**src/rtl/sn76489_bus_writer_if.sv**
```systemverilog
// Stream and PSG-bus signals of the SN76489 bus writer.
// The byte source uses the master modport. The writer uses the slave modport.
interface sn76489_bus_writer_if #(
    parameter int FIFO_DEPTH = 4
) ();
    localparam int LVL_W = $clog2(FIFO_DEPTH) + 1;

    logic [7:0]       in_data;
    logic             in_valid;
    logic             in_ready;
    logic [7:0]       data;
    logic             web;
    logic             busy;
    logic [LVL_W-1:0] fifo_level;
    logic             done;

    modport master (
        output in_data, in_valid,
        input  in_ready, data, web, busy, fifo_level, done
    );

    modport slave (
        input  in_data, in_valid,
        output in_ready, data, web, busy, fifo_level, done
    );
endinterface

```
**src/rtl/sn76489_bus_writer.sv**
```systemverilog
// Host-side writer for the SN76489 parallel write port.
// Command bytes arrive on a valid/ready stream and are queued in a small FIFO.
// Each byte is replayed on data/web with programmable setup, strobe, hold and
// recovery timing.
module sn76489_bus_writer #(
    parameter int FIFO_DEPTH  = 4,
    parameter int SETUP_CYC   = 2,
    parameter int PULSE_CYC   = 4,
    parameter int HOLD_CYC    = 2,
    parameter int RECOVER_CYC = 8
) (
    input  logic                  wb_clk_i,
    input  logic                  rst_n,
    sn76489_bus_writer_if.slave   bus
);
    localparam int PTR_W = $clog2(FIFO_DEPTH);
    localparam int LVL_W = PTR_W + 1;

    // Each phase counter is loaded with (cycles - 1) and runs down to zero.
    localparam logic [7:0] SETUP_LOAD   = 8'(SETUP_CYC - 1);
    localparam logic [7:0] PULSE_LOAD   = 8'(PULSE_CYC - 1);
    localparam logic [7:0] HOLD_LOAD    = 8'(HOLD_CYC - 1);
    localparam logic [7:0] RECOVER_LOAD = 8'(RECOVER_CYC - 1);

    typedef enum logic [2:0] {
        IDLE,
        SETUP,
        STROBE,
        HOLD,
        RECOVER
    } state_t;

    state_t           state_reg, state_next;
    logic [7:0]       cnt_reg, cnt_next;

    logic [7:0]       mem [FIFO_DEPTH];
    logic [PTR_W-1:0] wr_ptr_reg, rd_ptr_reg;
    logic [LVL_W-1:0] level_reg, level_next;
    logic             in_ready_reg;

    logic [7:0]       data_reg;
    logic             web_reg;
    logic             done_reg;

    logic             push;
    logic             pop;

    assign push       = bus.in_valid && in_ready_reg;
    assign level_next = level_reg + LVL_W'(push) - LVL_W'(pop);

    // FIFO storage has no reset, so it can map onto RAM. The read is
    // registered straight into the data bus register.
    always_ff @(posedge wb_clk_i) begin
        if (push) begin
            mem[wr_ptr_reg] <= bus.in_data;
        end
    end

    // Next-state logic for the bus cycle sequencer. A byte is popped from
    // IDLE, or from the last RECOVER cycle so back-to-back bytes skip IDLE.
    always_comb begin
        state_next = state_reg;
        cnt_next   = cnt_reg;
        pop        = 1'b0;
        case (state_reg)
            IDLE: begin
                if (level_reg != '0) begin
                    pop        = 1'b1;
                    state_next = SETUP;
                    cnt_next   = SETUP_LOAD;
                end
            end
            SETUP: begin
                if (cnt_reg == 8'd0) begin
                    state_next = STROBE;
                    cnt_next   = PULSE_LOAD;
                end else begin
                    cnt_next = cnt_reg - 8'd1;
                end
            end
            STROBE: begin
                if (cnt_reg == 8'd0) begin
                    state_next = HOLD;
                    cnt_next   = HOLD_LOAD;
                end else begin
                    cnt_next = cnt_reg - 8'd1;
                end
            end
            HOLD: begin
                if (cnt_reg == 8'd0) begin
                    state_next = RECOVER;
                    cnt_next   = RECOVER_LOAD;
                end else begin
                    cnt_next = cnt_reg - 8'd1;
                end
            end
            RECOVER: begin
                if (cnt_reg == 8'd0) begin
                    if (level_reg != '0) begin
                        pop        = 1'b1;
                        state_next = SETUP;
                        cnt_next   = SETUP_LOAD;
                    end else begin
                        state_next = IDLE;
                        cnt_next   = 8'd0;
                    end
                end else begin
                    cnt_next = cnt_reg - 8'd1;
                end
            end
            default: begin
                state_next = IDLE;
                cnt_next   = 8'd0;
            end
        endcase
    end

    // State, FIFO bookkeeping and registered bus outputs. The asynchronous
    // reset lifts web at once, even in the middle of a strobe.
    always_ff @(posedge wb_clk_i or negedge rst_n) begin
        if (!rst_n) begin
            state_reg    <= IDLE;
            cnt_reg      <= 8'd0;
            wr_ptr_reg   <= '0;
            rd_ptr_reg   <= '0;
            level_reg    <= '0;
            in_ready_reg <= 1'b1;
            data_reg     <= 8'h00;
            web_reg      <= 1'b1;
            done_reg     <= 1'b0;
        end else begin
            state_reg    <= state_next;
            cnt_reg      <= cnt_next;
            level_reg    <= level_next;
            // Computed from the next occupancy, so a pop while full only
            // reopens the input on the following cycle.
            in_ready_reg <= (level_next != LVL_W'(FIFO_DEPTH));
            if (push) begin
                wr_ptr_reg <= wr_ptr_reg + PTR_W'(1);
            end
            if (pop) begin
                rd_ptr_reg <= rd_ptr_reg + PTR_W'(1);
                data_reg   <= mem[rd_ptr_reg];
            end
            web_reg      <= (state_next != STROBE);
            done_reg     <= (state_reg == HOLD) && (state_next == RECOVER);
        end
    end

    assign bus.in_ready   = in_ready_reg;
    assign bus.data       = data_reg;
    assign bus.web        = web_reg;
    assign bus.done       = done_reg;
    assign bus.fifo_level = level_reg;
    assign bus.busy       = (state_reg != IDLE) || (level_reg != '0);
endmodule

```
**src/flat_wrapper.sv**
```systemverilog
// flat-port wrapper written by rule: the top's interface ports become plain ports
module sn76489_bus_writer_flat 
#(
    parameter int FIFO_DEPTH  = 4,
    parameter int SETUP_CYC   = 2,
    parameter int PULSE_CYC   = 4,
    parameter int HOLD_CYC    = 2,
    parameter int RECOVER_CYC = 8
)
  (wb_clk_i, rst_n, bus_in_data, bus_in_valid, bus_in_ready, bus_data, bus_web, bus_busy, bus_fifo_level, bus_done);
  sn76489_bus_writer_if #(.FIFO_DEPTH(FIFO_DEPTH)) bus_i ();
  input  logic wb_clk_i;
  input  logic rst_n;
  input wire logic [$bits(bus_i.in_data)-1:0] bus_in_data;
  input wire logic [$bits(bus_i.in_valid)-1:0] bus_in_valid;
  output wire logic [$bits(bus_i.in_ready)-1:0] bus_in_ready;
  output wire logic [$bits(bus_i.data)-1:0] bus_data;
  output wire logic [$bits(bus_i.web)-1:0] bus_web;
  output wire logic [$bits(bus_i.busy)-1:0] bus_busy;
  output wire logic [$bits(bus_i.fifo_level)-1:0] bus_fifo_level;
  output wire logic [$bits(bus_i.done)-1:0] bus_done;
  assign bus_i.in_data = bus_in_data;
  assign bus_i.in_valid = bus_in_valid;
  assign bus_in_ready = bus_i.in_ready;
  assign bus_data = bus_i.data;
  assign bus_web = bus_i.web;
  assign bus_busy = bus_i.busy;
  assign bus_fifo_level = bus_i.fifo_level;
  assign bus_done = bus_i.done;
  sn76489_bus_writer #(.FIFO_DEPTH(FIFO_DEPTH), .SETUP_CYC(SETUP_CYC), .PULSE_CYC(PULSE_CYC), .HOLD_CYC(HOLD_CYC), .RECOVER_CYC(RECOVER_CYC)) u_core (.wb_clk_i(wb_clk_i), .rst_n(rst_n), .bus(bus_i));
endmodule
```
**config.mk**
```make
export PLATFORM = sky130hd
export DESIGN_NAME = sn76489_bus_writer_flat
export DESIGN_NICKNAME = d
export VERILOG_FILES = /design/src/rtl/sn76489_bus_writer_if.sv /design/src/rtl/sn76489_bus_writer.sv /design/src/flat_wrapper.sv
export SDC_FILE = /design/constraint.sdc
export NUM_CORES = 1
export LEC_CHECK = 0
export BUFFER_PORTS_ARGS = -buffer_cell sky130_fd_sc_hd__buf_4
export CORE_UTILIZATION = 55
export DETAILED_ROUTE_END_ITERATION = 8
export PLACE_DENSITY = 0.86
export SLEW_MARGIN = 20
export SYNTH_ARGS = -nofsm -noshare
export SYNTH_HDL_FRONTEND = slang
export SYNTH_SLANG_ARGS = --single-unit
export TNS_END_PERCENT = 20
```
**constraint.sdc**
```tcl
create_clock -name wb_clk_i -period 6.8 [get_ports wb_clk_i]
set_input_delay 0 -clock wb_clk_i [delete_from_list [all_inputs] [get_ports wb_clk_i]]
set_output_delay 0 -clock wb_clk_i [all_outputs]
set_load 0.005 [all_outputs]
```
**Word level (Yosys, flattened, before mapping)**

Memory sizes are Yosys's and may differ from the RTL's. A register that Yosys moved wholly into a read port is not among the register bits.
Cells that the tools add are included.

- Output and inout bits: 15
- RAM bits: 32
- Memories: 1
- Logic and storage cells: 49
- Register bits after elaboration: 21
- Bits of input ports: 11

Memories:

| memory | depth | bits a word | rd ports | clocked after Yosys merged registers in | write ports | line | RTL |
|---|---|---|---|---|---|---|---|
| u_core.mem | 4 | 8 | 1 | 1 | 1 | sn76489_bus_writer.sv:36 | `logic [7:0] mem [FIFO_DEPTH];` |

- Add/sub/neg operators: 5
- Mux-type cells: 19
- Reductions and logical operators: 8
- Equality and inequality tests: 8

Operators by type and width:

| cell | count |
|---|---|
| two-way mux 8 bit | 5 |
| case mux 8 bit (5 select lines) | 1 |
| two-way mux 3 bit | 5 |
| case mux 3 bit (5 select lines) | 1 |
| logical NOT 8 bit | 1 |
| subtractor 8 x 1 -> 8 bit (second input constant) | 1 |
| equality test 3 x 2 -> 1 bit (second input constant) | 2 |
| equality test 3 bit (second input constant) | 2 |
| two-way mux 1 bit | 6 |
| nonzero test 3 bit | 2 |
| adder 2 x 1 -> 2 bit (second input constant) | 2 |
| adder 3 x 1 -> 3 bit | 1 |
| equality test 3 x 1 -> 1 bit (second input constant) | 1 |
| logical NOT 3 bit | 1 |
| != test 3 x 2 -> 1 bit (second input constant) | 1 |
| != test 3 bit (second input constant) | 1 |
| subtractor 3 x 1 -> 3 bit | 1 |
| logical AND 1 bit | 2 |
| != test 2 x 1 -> 1 bit (second input constant) | 1 |
| case mux 1 bit (2 select lines) | 1 |
| logical NOT 1 bit | 1 |
| logical OR 1 bit | 1 |

**Depth between registers and ports, before layout**

- Depth in word-level cells: 6
- Gate-level depth with buffers: 14

**Least setup slack after synthesis**

No wires, ideal clock.

- Path type: flip-flop to flip-flop
- Start point: register u_core.level_reg[0] (netlist: u_core.bus.fifo_level[0])
- End point: register u_core.in_ready_reg (netlist: u_core.bus.in_ready)
- Buffers on the path: 2
- Cell stages (with the launch flop): 14
- Clock period less this slack: 2.550 ns
- Slack: 4.250 ns
- Data arrival time: 2.467 ns
- Data required time: 6.717 ns
- Cells stage by stage: dfrtp_1 -> or3_1 -> clkbuf_1 -> nand2_1 -> a21o_1 -> buf_6 -> inv_1 -> ha_1 -> inv_1 -> ha_1 -> fa_1 -> xnor2_1 -> xnor2_1 -> nand2_1

- Longest elaborated chain between the ends: 6
- Elaborated cells on any way between the ends: 7
- Those cells by class: 2 x add/sub; 1 x eq/ne; 3 x mux; 1 x reduce/logical

RTL lines:

| item | line | RTL |
|---|---|---|
| start: declaration | sn76489_bus_writer.sv:38 | `logic [LVL_W-1:0] level_reg, level_next;` |
| start signal: assignment | sn76489_bus_writer.sv:134 | `level_reg <= level_next;` |
| nonzero test 3 bit (*) | sn76489_bus_writer.sv:67, sn76489_bus_writer.sv:99 |  |
| two-way mux 1 bit (*) | sn76489_bus_writer.sv:67, sn76489_bus_writer.sv:99 |  |
| two-way mux 1 bit | sn76489_bus_writer.sv:98 | `if (cnt_reg == 8'd0) begin` |
| case mux 1 bit (2 select lines) (*) | sn76489_bus_writer.sv:65 | `case (state_reg)` |
| net u_core.pop | sn76489_bus_writer.sv:46 | `logic pop;` |
| subtractor 3 x 1 -> 3 bit (*) | sn76489_bus_writer.sv:49 | `assign level_next = level_reg + LVL_W'(push) - LVL_W'(pop);` |
| net u_core.level_next[2] | sn76489_bus_writer.sv:38 |  |
| != test 3 bit (*) | sn76489_bus_writer.sv:137 | `in_ready_reg <= (level_next != LVL_W'(FIFO_DEPTH));` |
| end signal: assignment | sn76489_bus_writer.sv:137 |  |
| end: declaration | sn76489_bus_writer.sv:39 | `logic in_ready_reg;` |

The timed path passes the listed nets; every way through them passes the cells marked *.
A chain may end at the register's enable or synchronous reset.

**Final worst setup path**

Ends and elaborated chain as after synthesis.

==> flow_summary.json <==
{
  "synthFlopType": "edfxtp_1",
  "finalSetupViolCount": 0,
  "slew_violations": 0,
  "antenna_cells": 0,
  "crit_chain": "or3_1, nand2_1, a21o_1, inv_1, ha_1, inv_1, ha_1, fa_1, xnor2_1, xnor2_1, nand2_1",
  "core_area_um2": 4690,
  "reg2reg_to": "u_core.bus.in_ready",
  "rsz0062_at_grt": "false",
  "worstRegToRegCells": 11,
  "max-vdd-ir-drop_uv": 267,
  "grt_use_total": 0.205,
  "yosysWarnings": 0,
  "yosys.cell_count.top_type": "edfxtp_1",
  "synth-seq-cells": 61,
  "yosys.area_share.simple": 0.0935,
  "synth_mux_area_frac": 0.112,
  "path_class": "register to register",
  "power_frac_comb": 0.322,
  "final_antenna_net_count": 0,
  "p_switching_w": 0.000435,
  "fmax_mhz": 333,
  "clk_latency_ns": 0.33,
  "cap_viol_max_count": 0,
  "tns_ns": 0,
  "wirelength_um": 4610,
  "clockRootBuffer": "clkbuf_8",
  "clockPowerShare": 0.220,
  "hold_viol_final": 0,
  "synth_top_area_share": 0.359,
  "synth_area_um2": 2680,
  "path_buf_inv": 2,
  "dieArea_um2": 5150,
  "dieWidth_um": 71.8,
  "worst_pin_slew_ns": 0.743,
  "port_buffers": 25,
  "synthesis.nets": 200,
  "required_ns": 7.06,
  "synth_edf_count": 32,
  "initial_core_util": 0.571,
  "die_h_um": 71.8,
  "fin_worst_skew_ns": 0.00704,
  "critical-path-top-delay-family": "adder cells",
  "synth-compound-area-share": 0.0537,
  "overflow": 0,
  "cts.sinks": 61,
  "fin_cells": 278,
  "intPower_w": 0.000925,
  "endpoint_kind": "register",
  "clockBufferDepth": 2,
  "syn_to_final_growth_pct": 18.8,
  "power.density_nw_per_um2": 427,
  "grt_pass1_wl_um": 7660,
  "wl_per_cell_um": 16.6,
  "largest_register_ffs": 32,
  "min_period_ns": 3.00,
  "grt_start_max_net_pins": 30,
  "yosysSeqAreaShare": 0.631,
  "cts_tree": "done",
  "cts_resized": 0,
  "dp_cells": 252,
  "drive_gt1_frac": 0.277,
  "dr.pass1.iters": 4,
  "drc_errors": 0,
  "vias": 1534,
  "hold_class": "primary input to asynchronous set/reset pin",
  "relSlewSlack": 0.492,
  "leakage_nw": 1.33,
  "finalPower_w": 0.00136,
  "synthCells": 180,
  "synth_area_leader_cell": "edfxtp_1",
  "cts.reportedPaths.clkPinSlew_ns": 0.07,
  "p_sw_frac": 0.320,
  "worstPathMaxFanout": 10,
  "cts_buffers": 9,
  "dpl.hpwl_um": 3110,
  "utilization": 0.678,
  "synth_fa_ha_area_frac": 0.0449,
  "post_cts_buffers": 0,
  "critPathArrivalTime_ns": 3.26,
  "antenna_found_initial": 0,
  "cts.htree.levels": 3,
  "cp-start-kind": "register",
  "fin_crit_sh": 0.441,
  "ys_top_cells_by_area": "edfxtp_1 36%, dfrtp_1 25%, mux4_2 6.7%, mux2_4 4.5%, ha_1 3.7%",
  "r2r_start": "u_core.bus.fifo_level[0]",
  "synth_cell_types": 42,
  "status": "complete, no violations",
  "first_iter_violations": 100,
  "async_flop_share": 0.475,
  "slowest_stage": "a21o_1",
  "r2r_slack_ns": 3.80,
  "pwr-share-seq": 0.458,
  "postCtsHoldBufs": 10,
  "io_pins": 26,
  "fp-row-count": 25,
  "vias_per_cell": 5.52,
  "final_nets": 239,
  "nFillCells": 319,
  "synth_top_family_by_area": "multiplexers",
  "cpPeakStageDelay_ns": 0.49,
  "hold_ws_ns": 0.131,
  "synth_xor_area_frac": 0.0360,
  "gp_congestion": 0.833,
  "ys_top_cells_by_count": "32 x edfxtp_1, 27 x dfrtp_1, 11 x inv_1",
  "syn_area_per_cell_um2": 14.9,
  "grt_pass1_vias": 1541
}
==> power groups by stage <==
| stage | Clock (W) | Sequential (W) | Combinational, W |
|---|---|---|---|
| after floorplan | 0 | 0.000577 | 0.000345 |
| after global placement | 0 | 0.000624 | 0.000416 |
| after detailed placement | 0 | 0.000629 | 0.000435 |
| after CTS | 0.000305 | 0.000624 | 0.000440 |
| after global routing | 0.000321 | 0.000640 | 0.000487 |
| final | 0.000299 | 0.000623 | 0.000437 |
==> worst max path at each step <==
stage / from / endpoint / cells after the start
finish: u_core.bus.fifo_level[0] / u_core.bus.in_ready / 11
floorplan: u_core.bus.fifo_level[0] / u_core.bus.in_ready / 13
global route: u_core.bus.fifo_level[0] / u_core.bus.in_ready / 11
CTS: u_core.bus.fifo_level[0] / u_core.bus.in_ready / 11
detailed placement: u_core.bus.fifo_level[0] / u_core.bus.in_ready / 11
global placement: u_core.bus.fifo_level[0] / u_core.bus.in_ready / 11
==> through the flow <==
stage,instance area (um^2),setup slack (ns)
floorplan,2680,4.25
global placement,2900,3.98
detailed placement,2900,3.82
CTS,3180,3.81
global route,3180,3.60
finish,3180,3.80
==> routing by layer <==
layer / GRT usage / routed length [um]
met4: 0.113 / 81
met2: 0.303 / 2240
met5: 0 / 0
met3: 0.0478 / 127
met1: 0.283 / 2160
==> kinds of logic after synthesis <==
group / count (synthesis)
muxes: 16
buffers and inverters: 18
AOI/OAI and AO/OA: 21
DFF: 61
xor gates and xnor gates: 11
and+or+nand+nor: 44
adders and majority gates: 9
==> final cells by class <==
class                      count  area (um^2)  area share
timing repair buffer          35          288      0.0905
multi-input combinational    101          911       0.286
tap                           54         67.6      0.0212
clock inverter                 5         52.6      0.0165
inverter                      11         41.3      0.0130
clock buffer                  11          131      0.0413
sequential                    61         1690       0.531
==> placed cells by master, fill, tap and decap left out, types with 8 or more instances in the layout <==
cell type      instances
edfxtp_1              32
dfrtp_1               27
buf_4                 25
inv_1                 11
nor2_1                10
dlygate4sd3_1         10
nand2_1                9
clkbuf_8               9
mux4_2                 8
mux2_4                 8
ha_1                   8
Note: power is estimated with default switching activity, not from simulation.
